===== src/rtl/joy_debounce.sv =====
// Joystick debouncer for the two MCP23S17 joystick ports.
// Raw 8-bit ports are synchronised, sampled on a slow prescaler tick and
// accepted only after STABLE_TICKS consecutive disagreeing samples. Outputs
// are active-low (idle 8'hFF) and forced idle while the reader is not ready.
// Optional autofire on fire1 (bit 4) is built when JOY_AUTOFIRE_EN is defined.
module joy_debounce #(
  parameter int unsigned TICK_DIV      = 28000,
  parameter int unsigned TICK_W        = 15,
  parameter int unsigned STABLE_TICKS  = 4
`ifdef JOY_AUTOFIRE_EN
  ,
  parameter int unsigned AF_HALF_TICKS = 50
`endif
) (
  input  logic       clk,
  input  logic       rst_n,
  input  logic       ready,
  input  logic [7:0] joya_raw,
  input  logic [7:0] joyb_raw,
`ifdef JOY_AUTOFIRE_EN
  input  logic [1:0] af_enable,
`endif
  output logic [7:0] joya,
  output logic [7:0] joyb,
  output logic       changed,
  output logic       valid
);

  localparam int unsigned NumBits = 16;
  localparam logic [TICK_W-1:0] TickLast = TICK_W'(TICK_DIV - 1);
  localparam logic [3:0] StableLast = 4'(STABLE_TICKS - 1);

  // Bits [7:0] are joystick 1, [15:8] joystick 2.
  logic [NumBits-1:0] sync1_q, sync2_q;
  logic [TICK_W-1:0]  presc_q, presc_d;
  logic               tick;
  logic [3:0]         cnt_q [NumBits];
  logic [3:0]         cnt_d [NumBits];
  logic [NumBits-1:0] deb_q, deb_d;
  logic [NumBits-1:0] out_q, out_d;
  logic [3:0]         vcnt_q, vcnt_d;
  logic               valid_q, valid_d;
  logic               changed_q, changed_d;

  // Tick only fires while the reader is live; ready=0 overrides a coincident tick.
  assign tick = ready && (presc_q == TickLast);

  // Prescaler next state: free-runs while ready, held at zero otherwise.
  always_comb begin
    presc_d = presc_q;
    if (!ready) begin
      presc_d = '0;
    end else if (tick) begin
      presc_d = '0;
    end else begin
      presc_d = presc_q + TICK_W'(1);
    end
  end

  // Per-bit debounce: count consecutive disagreeing ticks, accept at STABLE_TICKS.
  always_comb begin
    deb_d = deb_q;
    for (int i = 0; i < NumBits; i++) begin
      cnt_d[i] = cnt_q[i];
    end
    if (!ready) begin
      deb_d = '1;
      for (int i = 0; i < NumBits; i++) begin
        cnt_d[i] = '0;
      end
    end else if (tick) begin
      for (int i = 0; i < NumBits; i++) begin
        if (sync2_q[i] != deb_q[i]) begin
          if (cnt_q[i] == StableLast) begin
            deb_d[i] = sync2_q[i];
            cnt_d[i] = '0;
          end else begin
            cnt_d[i] = cnt_q[i] + 4'd1;
          end
        end else begin
          cnt_d[i] = '0;
        end
      end
    end
  end

  // Valid rises once STABLE_TICKS ticks have elapsed since ready went high.
  always_comb begin
    vcnt_d  = vcnt_q;
    valid_d = valid_q;
    if (!ready) begin
      vcnt_d  = '0;
      valid_d = 1'b0;
    end else if (tick && !valid_q) begin
      if (vcnt_q == StableLast) begin
        vcnt_d  = '0;
        valid_d = 1'b1;
      end else begin
        vcnt_d = vcnt_q + 4'd1;
      end
    end
  end

`ifdef JOY_AUTOFIRE_EN
  localparam int unsigned AfW = (AF_HALF_TICKS > 1) ? $clog2(AF_HALF_TICKS) : 1;
  localparam logic [AfW-1:0] AfLast = AfW'(AF_HALF_TICKS - 1);

  logic [AfW-1:0] af_cnt_q [2];
  logic [AfW-1:0] af_cnt_d [2];

  // Output stage: fire1 toggles while held with autofire on, else follows debounce.
  always_comb begin
    out_d = deb_d;
    for (int p = 0; p < 2; p++) begin
      af_cnt_d[p] = '0;
      if (af_enable[p] && !deb_d[8*p+4]) begin
        if (deb_q[8*p+4]) begin
          // Accept cycle: start low with a fresh half-period.
          out_d[8*p+4] = 1'b0;
        end else begin
          out_d[8*p+4] = out_q[8*p+4];
          af_cnt_d[p]  = af_cnt_q[p];
          if (tick) begin
            if (af_cnt_q[p] == AfLast) begin
              out_d[8*p+4] = ~out_q[8*p+4];
              af_cnt_d[p]  = '0;
            end else begin
              af_cnt_d[p] = af_cnt_q[p] + AfW'(1);
            end
          end
        end
      end
    end
  end

  // Autofire half-period counters.
  always_ff @(posedge clk or negedge rst_n) begin
    if (!rst_n) begin
      af_cnt_q[0] <= '0;
      af_cnt_q[1] <= '0;
    end else begin
      af_cnt_q[0] <= af_cnt_d[0];
      af_cnt_q[1] <= af_cnt_d[1];
    end
  end
`else
  // Output stage: plain debounced bits.
  always_comb begin
    out_d = deb_d;
  end
`endif

  assign changed_d = (out_d != out_q);

  // State registers: synchroniser, prescaler, debounce counters, outputs.
  always_ff @(posedge clk or negedge rst_n) begin
    if (!rst_n) begin
      sync1_q   <= '1;
      sync2_q   <= '1;
      presc_q   <= '0;
      for (int i = 0; i < NumBits; i++) begin
        cnt_q[i] <= '0;
      end
      deb_q     <= '1;
      out_q     <= '1;
      vcnt_q    <= '0;
      valid_q   <= 1'b0;
      changed_q <= 1'b0;
    end else begin
      sync1_q   <= {joyb_raw, joya_raw};
      sync2_q   <= sync1_q;
      presc_q   <= presc_d;
      for (int i = 0; i < NumBits; i++) begin
        cnt_q[i] <= cnt_d[i];
      end
      deb_q     <= deb_d;
      out_q     <= out_d;
      vcnt_q    <= vcnt_d;
      valid_q   <= valid_d;
      changed_q <= changed_d;
    end
  end

  assign joya    = out_q[7:0];
  assign joyb    = out_q[15:8];
  assign changed = changed_q;
  assign valid   = valid_q;

endmodule


===== config.mk =====
export PLATFORM = sky130hd
export DESIGN_NAME = joy_debounce
export DESIGN_NICKNAME = d
export VERILOG_FILES = /design/src/rtl/joy_debounce.sv
export SDC_FILE = /design/constraint.sdc
export NUM_CORES = 1
export LEC_CHECK = 0
export BUFFER_PORTS_ARGS = -buffer_cell sky130_fd_sc_hd__buf_2
export CORE_MARGIN = 2
export CORE_UTILIZATION = 50
export CTS_CLUSTER_DIAMETER = 60
export DETAILED_ROUTE_END_ITERATION = 10
export HOLD_SLACK_MARGIN = 0.1
export PLACE_DENSITY = 0.7
export SLEW_MARGIN = 0
export SYNTH_ARGS = -nofsm -noshare
export SYNTH_HDL_FRONTEND = slang
export SYNTH_SLANG_ARGS = --single-unit
export TNS_END_PERCENT = 20

===== constraint.sdc =====
create_clock -name clk -period 3.7 [get_ports clk]
set_clock_uncertainty 0.2 [all_clocks]
set_input_delay 0.555 -clock clk [delete_from_list [all_inputs] [get_ports clk]]
set_output_delay 0.555 -clock clk [all_outputs]
set_load 0.05 [all_outputs]

==> results by stage, run 1 <==
Synth:
- The Yosys step of the flow raised 0 warnings.
- Summing the areas of all and, or, nand and nor instances in the mapped netlist gives 23.6% of the synthesized area.
- A synthesized cell averages 10.0 µm².
- The number of register bits inferred by synthesis is ~130.
- For this run, the leading register cell type out of synthesis is sky130_fd_sc_hd__dfrtp_1.
- Summing the areas of all fa, ha and maj instances in the mapped netlist gives approximately 3.4% of the synthesized area.
- The synthesized netlist contains 46 unique library cells.
- The area share of the largest cell type after synthesis is 32.0%.
- The complex-gate fraction of the synthesized area is between 10% and 20%.
- Of the total synthesized cell area, the portion taken by XOR and XNOR cells is 3.82%.
- Synthesis handed over a netlist of 663 instances.
- The largest family of logic cells by synthesized area is simple AND/OR/NAND/NOR gates.
- The portion of the post-synthesis area used by sequential elements is between 50% and 60%.
- After synthesis, the most frequently instantiated cells are sky130_fd_sc_hd__dfrtp_1, sky130_fd_sc_hd__nand2_1, sky130_fd_sc_hd__nand3_1, sky130_fd_sc_hd__dfstp_2, sky130_fd_sc_hd__a21boi_0.
- The multiplexer fraction of the synthesized cell area is 0.603%.
- The most instantiated library cell after synthesis is sky130_fd_sc_hd__dfrtp_1.
- The count of flip-flops with a built-in enable after synthesis is 0.
- By area the synthesized netlist is led by sky130_fd_sc_hd__dfrtp_1, sky130_fd_sc_hd__dfstp_2, sky130_fd_sc_hd__nand3_1, sky130_fd_sc_hd__nand2_1, sky130_fd_sc_hd__a21boi_0.
- The leading area contributor after synthesis is sky130_fd_sc_hd__dfrtp_1.
- The async set or reset register ratio after synthesis is 100%.
- The mapped netlist covers 0.00664 mm².
- The net count of the mapped netlist is 700.

Finish:
- The post-route cell area is 0.00773 mm².
- The final net count is 751.
- The area overhead of the layout relative to synthesis is 16.4%.
- 0 antenna diodes ended up in the layout.
- The share of layout cells above drive strength 1 is a little under a fifth.

Clocking:
- In this run, CTS created clock tree buffers numbering 17.
- TritonCTS built the clock tree.
- The cell at the root of the clock tree is sky130_fd_sc_hd__clkbuf_16.
- After clock tree synthesis, the setup repair step added 0 buffers.
- The clock transition at the registers of the reported paths is roughly 60 ps.
- Post-CTS repair changed the size of 0 cells.
- Buffers inserted to repair hold after CTS numbered 17.
- The clock latency on the worst-skew pair is between 400 and 500 ps.
- The clock tree buffer depth is 2.
- The H-tree was split into 4 levels.
- The number of sinks handled by clock tree synthesis is 133.

Timing:
- The worst-case setup margin in the final layout is 618 ps.
- Setup repair after global routing left no endpoint under its margin.
- The post-route clock period utilization is 83.3%.
- The achievable frequency is 324 MHz.
- The measured slew at the worst slew-check pin is about 600 ps.
- The worst pin sits at a relative slew slack of 59.2%.
- The aggregate negative setup slack is 0 ps.
- The final-report hold violation count was 0.
- Setup violations remaining at the end of the flow were counted as 0.
- The final critical path time including I/O delays and setup is between 3000 and 4000 ps.
- The final max-slew violation count is 0.

Routing:
- After detailed routing, the total wire length is 14100 µm.
- For this run, the detailed router's first-pass iteration total came to 5.
- In the final routed layout, each cell accounts on average for 15.6 µm.
- The total number of vias is ~5100.
- The initial DRC count is 363.
- For this run, design rule violations remaining after detail routing come to 0.
- The count of nets left with antenna violations once routing finished came out at 0.
- After detailed routing, the number of vias per cell comes to between 5 and 6.

Pwr:
- In this run the power density over the cells is 420 mW/mm².
- The highest ir drop seen on vdd is around 0.4 mV.
- In this run the static leakage power is ~0.0032 µW.

Placement:
- Routability-driven placement finished with a final weighted congestion of 0.797.
- The count of buffers inserted at the top-level ports is 36.
- The total cell area at the placement stage is ~0.007 mm².
- Summed over all nets, the half-perimeter wirelength after detailed placement is between 9000 and 10000 µm.
- At the placement stage, the worst setup path has a slack of 641 ps.

Global routing:
- Global routing used 27.6% of the available met1 tracks.
- The largest net degree at the start of global routing is 81.
- The overall track demand over capacity in global routing is 21.1%.
- The number of antenna violations at the first check in global routing came to 0.
- The wire length of the first global-routing pass is 23700 µm.
- The global-route track usage on met3 is 5.65%.
- The via count of the first global-routing pass is around 5000.
- For met2 alone, demand over resource in global routing was 33.6%.
- The busiest metal layer after global routing is met2.
- Summed over all layers, the global routing overflow is 0.

Critical path:
- The maximum fanout along the worst path is between 50 and 60.
- The kind of launch point of the worst setup path is a flip-flop.
- Data on the critical path is required at its endpoint by about 3900 ps.
- The classification of the worst setup path is reg -> reg.
- STA puts the critical path data arrival time at 3230 ps.
- The worst setup path is captured at a flip-flop.

Status:
- The flow ran to the end, and the final reports show no timing, DRC or antenna violations.

Floorplan:
- In this run the core area contains 42 standard-cell rows.
- 37 I/O pins were placed.
- After floorplanning, the core was sized to cover roughly 0.013 mm².
- The initial core utilization is 50.8%.
- The die is 119 µm tall.
- The width of the die is 119 µm.
- The die footprint is 0.0142 mm².

Job:
- Across the run, the number of max-cap violations was 0.

Worst hold path:
- The tightest min-delay check is of the reg -> reg type.
## routing by layer
layer	share of wire, %	vias up
li1	-	2467
met1	45	2480
met2	48	138
met3	5.1	21
met4	1.6	0
met5	0	-
## layout by cell type, fill, tap and decap left out, types with 3 or more instances in the layout
cell and instances:
sky130_fd_sc_hd__a21boi_0 35, sky130_fd_sc_hd__and2_1 7, sky130_fd_sc_hd__nand3_1 61, sky130_fd_sc_hd__nand3b_1 17
sky130_fd_sc_hd__nor3_1 16, sky130_fd_sc_hd__ha_1 18, sky130_fd_sc_hd__o22ai_1 6, sky130_fd_sc_hd__dlygate4sd3_1 17
sky130_fd_sc_hd__nor3b_1 16, sky130_fd_sc_hd__dfrtp_1 85, sky130_fd_sc_hd__a21oi_1 7, sky130_fd_sc_hd__a21o_1 8
sky130_fd_sc_hd__nand4b_1 5, sky130_fd_sc_hd__clkinv_2 6, sky130_fd_sc_hd__nor2b_1 27, sky130_fd_sc_hd__a21boi_1 8
sky130_fd_sc_hd__or4_1 9, sky130_fd_sc_hd__a31oi_1 4, sky130_fd_sc_hd__or3b_2 8, sky130_fd_sc_hd__nand2_1 71
sky130_fd_sc_hd__a22oi_1 22, sky130_fd_sc_hd__dfstp_2 48, sky130_fd_sc_hd__nand4_1 12, sky130_fd_sc_hd__mux2i_1 4
sky130_fd_sc_hd__xnor2_1 7, sky130_fd_sc_hd__and3_1 4, sky130_fd_sc_hd__o21ai_0 26, sky130_fd_sc_hd__nor2_1 21
sky130_fd_sc_hd__inv_1 32, sky130_fd_sc_hd__clkbuf_1 3, sky130_fd_sc_hd__buf_4 6, sky130_fd_sc_hd__o311ai_0 7
sky130_fd_sc_hd__o21a_1 3, sky130_fd_sc_hd__xor2_1 22, sky130_fd_sc_hd__buf_2 35, sky130_fd_sc_hd__clkbuf_16 17
## critical path, cell delays in order (launching register included)
cell and delay [ps]:
sky130_fd_sc_hd__dfrtp_1 410, sky130_fd_sc_hd__ha_1 260, sky130_fd_sc_hd__nand4_1 150, sky130_fd_sc_hd__or4_2 870
sky130_fd_sc_hd__buf_4 370, sky130_fd_sc_hd__or4_1 550, sky130_fd_sc_hd__a21boi_1 160
## cells by family (layout without fill, tap and decap cells)
family | after synthesis | in the layout
buffers and inverters | 60 | 124
adders and majority gates | 18 | 18
muxes | 4 | 4
xor gates and xnor gates | 29 | 29
DFF | 133 | 133
AOI/OAI and AO/OA | 132 | 132
and+or+nand+nor | 287 | 287
## flip-flops by register name, summed over array words and instances, names as in the netlist
register,cells
presc_q,15
cnt_q,64
sync2_q,16
changed,1
sync1_q,16
valid,1
vcnt_q,4
out_q,16
## power breakdown
part           internal [µW]  switching [µW]
logic                   44.2            68.6
clock network           1020             609
registers               1490            17.0
## cell type report
cell class                      count  area, µm²
Fill cell                        1075       5350
Sequential cell                   133       3390
Multi-Input combinational cell    470       3000
Clock buffer                       22        464
Timing Repair Buffer               60        430
Tap cell                          176        220
Inverter                           32        120
Clock inverter                     10        105
## stage by stage
stage	utilization (%)	hold WS (ps)	std cells	power, µW
finish	59.1	154	903	3250
global route	59.1	159	903	3350
CTS	59.1	154	903	3280
detailed placement	53.4	147	854	1630
global placement	53.4	145	854	1630
floorplan	-	59.4	663	1570
## final timing paths
check                       startpoint     endpoint  slack (ps)  cells after the start
max                         presc_q[0]    cnt_q[16]         620                      6
min                        sync1_q[12]  sync2_q[12]         150                      0
max reg2reg                 presc_q[0]    cnt_q[16]         620                      6
min reg2reg                sync1_q[12]  sync2_q[12]         150                      0
max in group asynchronous        rst_n  sync2_q[11]        2210                      3
min in group asynchronous        rst_n    vcnt_q[0]         310                      2
No activity file was read; power rests on OpenSTA's default activity.
==> run 2: changes to the inputs <==
==> constraint.sdc (replaced) <==
create_clock -name clk -period 3.1 [get_ports clk]
set_clock_uncertainty 0.2 [all_clocks]
set_input_delay 0.465 -clock clk [delete_from_list [all_inputs] [get_ports clk]]
set_output_delay 0.465 -clock clk [all_outputs]
set_load 0.05 [all_outputs]
==> run 2 against run 1 <==
  * Global-route usage is 0.60 points higher
  * Utilization is 0.23 points higher
  * Register-to-register slack worse by 370 ps
  * Critical path depth unchanged
  * Combinational power up 19%
  * Routed wire length grew 1.3%
  * Worst setup slack lost 370 ps
  * Power rose by 19%
  * First-iteration DRC count up 21%
  * Sequential share of layout area down 0.17 points
  * Critical path type unchanged
  * Largest cell class unchanged
==> results by stage, run 2 (same netlist as run 1, synthesis figures left out) <==
Status:
- Result of the run: finished clean (unchanged).

Finish:
- Top library cells by usage in the layout, fill and taps aside: sky130_fd_sc_hd__dfrtp_1, sky130_fd_sc_hd__nand2_1, sky130_fd_sc_hd__nand3_1 (unchanged).
- The share of layout cells above drive strength 1 was 18.4% (was 18.0%).
- The final net count is 752 (was 751).
- The flip-flop count of the largest register, all copies and words added came to 64 (unchanged).
- The flip-flop and latch area is 0.00339 mm² (unchanged).
- The commonest non-fill, non-tap cell in the layout is sky130_fd_sc_hd__dfrtp_1 (unchanged).
- The register name with the most flops is cnt_q (unchanged).
- The number of diodes added for antenna fixing is 0 (unchanged).
- The number of filler instances in the final layout is 1070 (was 1075).
- The area overhead of the layout relative to synthesis came to 16.9% (was 16.4%).
- The area of combinational cells with multiple inputs was 0.00300 mm² (unchanged).

Pwr:
- The internal power is 3020 µW (was 2550 µW).
- The switching power came to 858 µW (was 695 µW).
- The highest ir drop seen on vdd is 0.413 mV (was 0.406 mV).
- The switching part of the total came to 22.1% (was 21.4%).
- The static power due to leakage is 0.00326 µW (was 0.00325 µW).
- The power density over the cells is 500 mW/mm² (was 420 mW/mm²).
- The clock network fraction of total power is 50.1% (about the same).
- The portion of total power attributed to sequential cells is 46.4% (was 46.5%).
- The fraction of power consumed by combinational cells is 3.5% (about the same).

Timing:
- Setup repair after global routing missed its margin: no (unchanged).
- The measured slew at the worst slew-check pin came to 596 ps (was 610 ps).
- The worst hold slack across all endpoints is 154 ps (about the same).
- The final critical path time including I/O delays and setup is 2860 ps (was 3080 ps).
- The relative max-transition margin is 60.2% (was 59.2%).
- The total setup violations reported at the end of the flow came to 0 (unchanged).
- The final max-slew violation count was 0 (unchanged).
- The aggregate negative setup slack came to 0 ps (unchanged).
- The final-report hold violation count is 0 (unchanged).
- The post-route clock period utilization is 92.1% (was 83.3%).
- The achievable frequency is 350 MHz (was 324 MHz).

Global routing:
- The via count of the first global-routing pass is 5005 (was 4963).
- The largest net degree at the start of global routing is 86 (was 81).
- The total overflow reported by the global router is 0 (unchanged).
- The overall track demand over capacity in global routing was 21.7% (was 21.1%).
- The wire length of the first global-routing pass is 24400 µm (was 23700 µm).
- The number of antenna violations at the first check in global routing is 0 (unchanged).

Floorplan:
- The die footprint was 0.0142 mm² (unchanged).
- The initial core utilization came to 50.8% (unchanged).
- The area of the core is 0.0131 mm² (unchanged).
- The width of the die is 119 µm (unchanged).
- The die height is 119 µm (unchanged).
- The number of top-level pins is 37 (unchanged).
- The number of rows created at floorplan is 42 (unchanged).

Routing:
- The number of optimization iterations in the first detailed-route pass came to 5 (unchanged).
- The remaining routing DRC violations is 0 (unchanged).
- The total number of vias came to 5128 (was 5106).
- The per-cell routed wire length is 15.8 µm (was 15.6 µm).
- The amount of wire on met2 after detailed routing is 6830 µm (was 6780 µm).
- The detailed-routed wire length on met3 came to 577 µm (was 718 µm).
- The routed length on met1 is 6650 µm (was 6400 µm).
- The mean number of vias per cell was 5.67 (was 5.65).
- The initial DRC count is 441 (was 363).
- The count of antenna-violating nets left after detailed routing came to 0 (unchanged).
- The overall routed net length is 14300 µm (was 14100 µm).
- The highest layer used for signal routing is met4 (unchanged).

Critical path:
- The arrival time of the worst setup path is 3000 ps (was 3230 ps).
- The maximum fanout along the worst path was 85 (was 51).
- The required time at the endpoint of the critical path is 3250 ps (was 3850 ps).
- The capturing element type of the critical path is a flip-flop (unchanged).
- The library cell contributing the largest single delay on the critical path is sky130_fd_sc_hd__or4_2 (unchanged).
- The classification of the worst setup path is reg -> reg (unchanged).
- The kind of launch point of the worst setup path is a flip-flop (unchanged).
- Crit path cell chain: ha_1, nand4_1, or4_2, buf_12, or4_1, a21boi_1 (was ha_1, nand4_1, or4_2, buf_4, or4_1, a21boi_1).
- The stage delay of the slowest cell on the critical path is 740 ps (was 870 ps).

Placement:
- The total half-perimeter wirelength after legalization and detailed placement was 9290 µm (was 9040 µm).
- The final RePlAce weighted congestion is 0.812 (was 0.797).
- The count of buffers inserted at the top-level ports was 36 (unchanged).

Clocking:
- The clock latency on the worst-skew pair is 430 ps (was 420 ps).
- The number of buffers inserted by post-CTS setup repair is 0 (unchanged).
- The number of sinks handled by clock tree synthesis is 133 (unchanged).
- The clock tree buffer depth came to 2 (unchanged).
- The depth of the CTS H-tree is 4 (unchanged).
- The number of buffers created by CTS is 17 (unchanged).
- The clock transition at the registers of the reported paths is 60 ps (about the same).
- The CTS tree is done (unchanged).
- The cell at the root of the clock tree is sky130_fd_sc_hd__clkbuf_16 (unchanged).

Worst hold path:
- The class of the tightest hold or removal check is reg -> reg (unchanged).

Job:
- The max-capacitance violation count is 0 (unchanged).
==> run 2: cell count changes in the layout (fill, tap and decap cells not counted), sizes merged <==
cell / delta
inv: +2
clkbuf: -1
clkinv: -1
bufinv: -1
clkinvlp: +1
buf: +1
==> run 2: layout make-up <==
| cell class | instances | area share, % |
|---|---|---|
| clock buffers | 21 | 6.21 |
| clock inverters | 11 | 1.26 |
| well taps | 176 | 2.84 |
| flip-flops and latches | 133 | 43.6 |
| repair buffers | 61 | 5.80 |
| inverters | 32 | 1.55 |
| multi-input cells | 470 | 38.7 |
==> run 2: routing by layer <==
| layer | up-vias | GRT usage (%) |
|---|---|---|
| met4 | 0 | 8.26 |
| met3 | 25 | 5.94 |
| met5 | - | 0 |
| li1 | 2467 | - |
| met1 | 2516 | 28.6 |
| met2 | 120 | 34.4 |
==> run 2: power groups by stage <==
stage	Sequential, µW	Clock [µW]	Combinational, µW
6_report	1800	1940	135
5_1_grt	1800	2060	155
4_1_cts	1800	1980	139
3_5_place_dp	1830	0	122
3_3_place_gp	1830	0	120
2_1_floorplan	1820	0	54.3
==> run 2: metrics by stage <==
step / setup WS, ps / instance area, µm² / power [µW] / instances / utilization [%]
2_1_floorplan: 676 / 6640 / 1880 / 663 / -
3_3_place_gp: 418 / 7010 / 1950 / 855 / 53.6
3_5_place_dp: 309 / 7010 / 1950 / 855 / 53.6
4_1_cts: 307 / 7760 / 3920 / 904 / 59.3
5_1_grt: 127 / 7760 / 4020 / 904 / 59.3
6_report: 244 / 7760 / 3880 / 904 / 59.3
==> run 2: worst max-delay path: cells and delay by family (launching register included) <==
| kind | cells | cell delay [ps] |
|---|---|---|
| buf+inv | 1 | 230 |
| compound gates | 1 | 160 |
| simple gates | 3 | 1440 |
| flops | 1 | 420 |
| fa+ha+maj | 1 | 260 |
==> run 2: worst paths after layout <==
check | depth (start not counted) | slack (ps) | start | endpoint
setup / recovery | 6 | 240 | presc_q[0] | cnt_q[60]
hold / removal | 0 | 150 | sync1_q[8] | sync2_q[8]
setup reg to reg | 6 | 240 | presc_q[0] | cnt_q[60]
hold reg to reg | 0 | 150 | sync1_q[8] | sync2_q[8]
max in group asynchronous | 3 | 1540 | rst_n | sync2_q[8]
min in group asynchronous | 2 | 300 | rst_n | vcnt_q[3]
==> run 2: timing repair <==
action	4_1_cts	5_1_grt
resized for setup	0	0
hold buffers	17	0
endpoints found under the setup margin	0	0
hold endpoints to repair	42	0
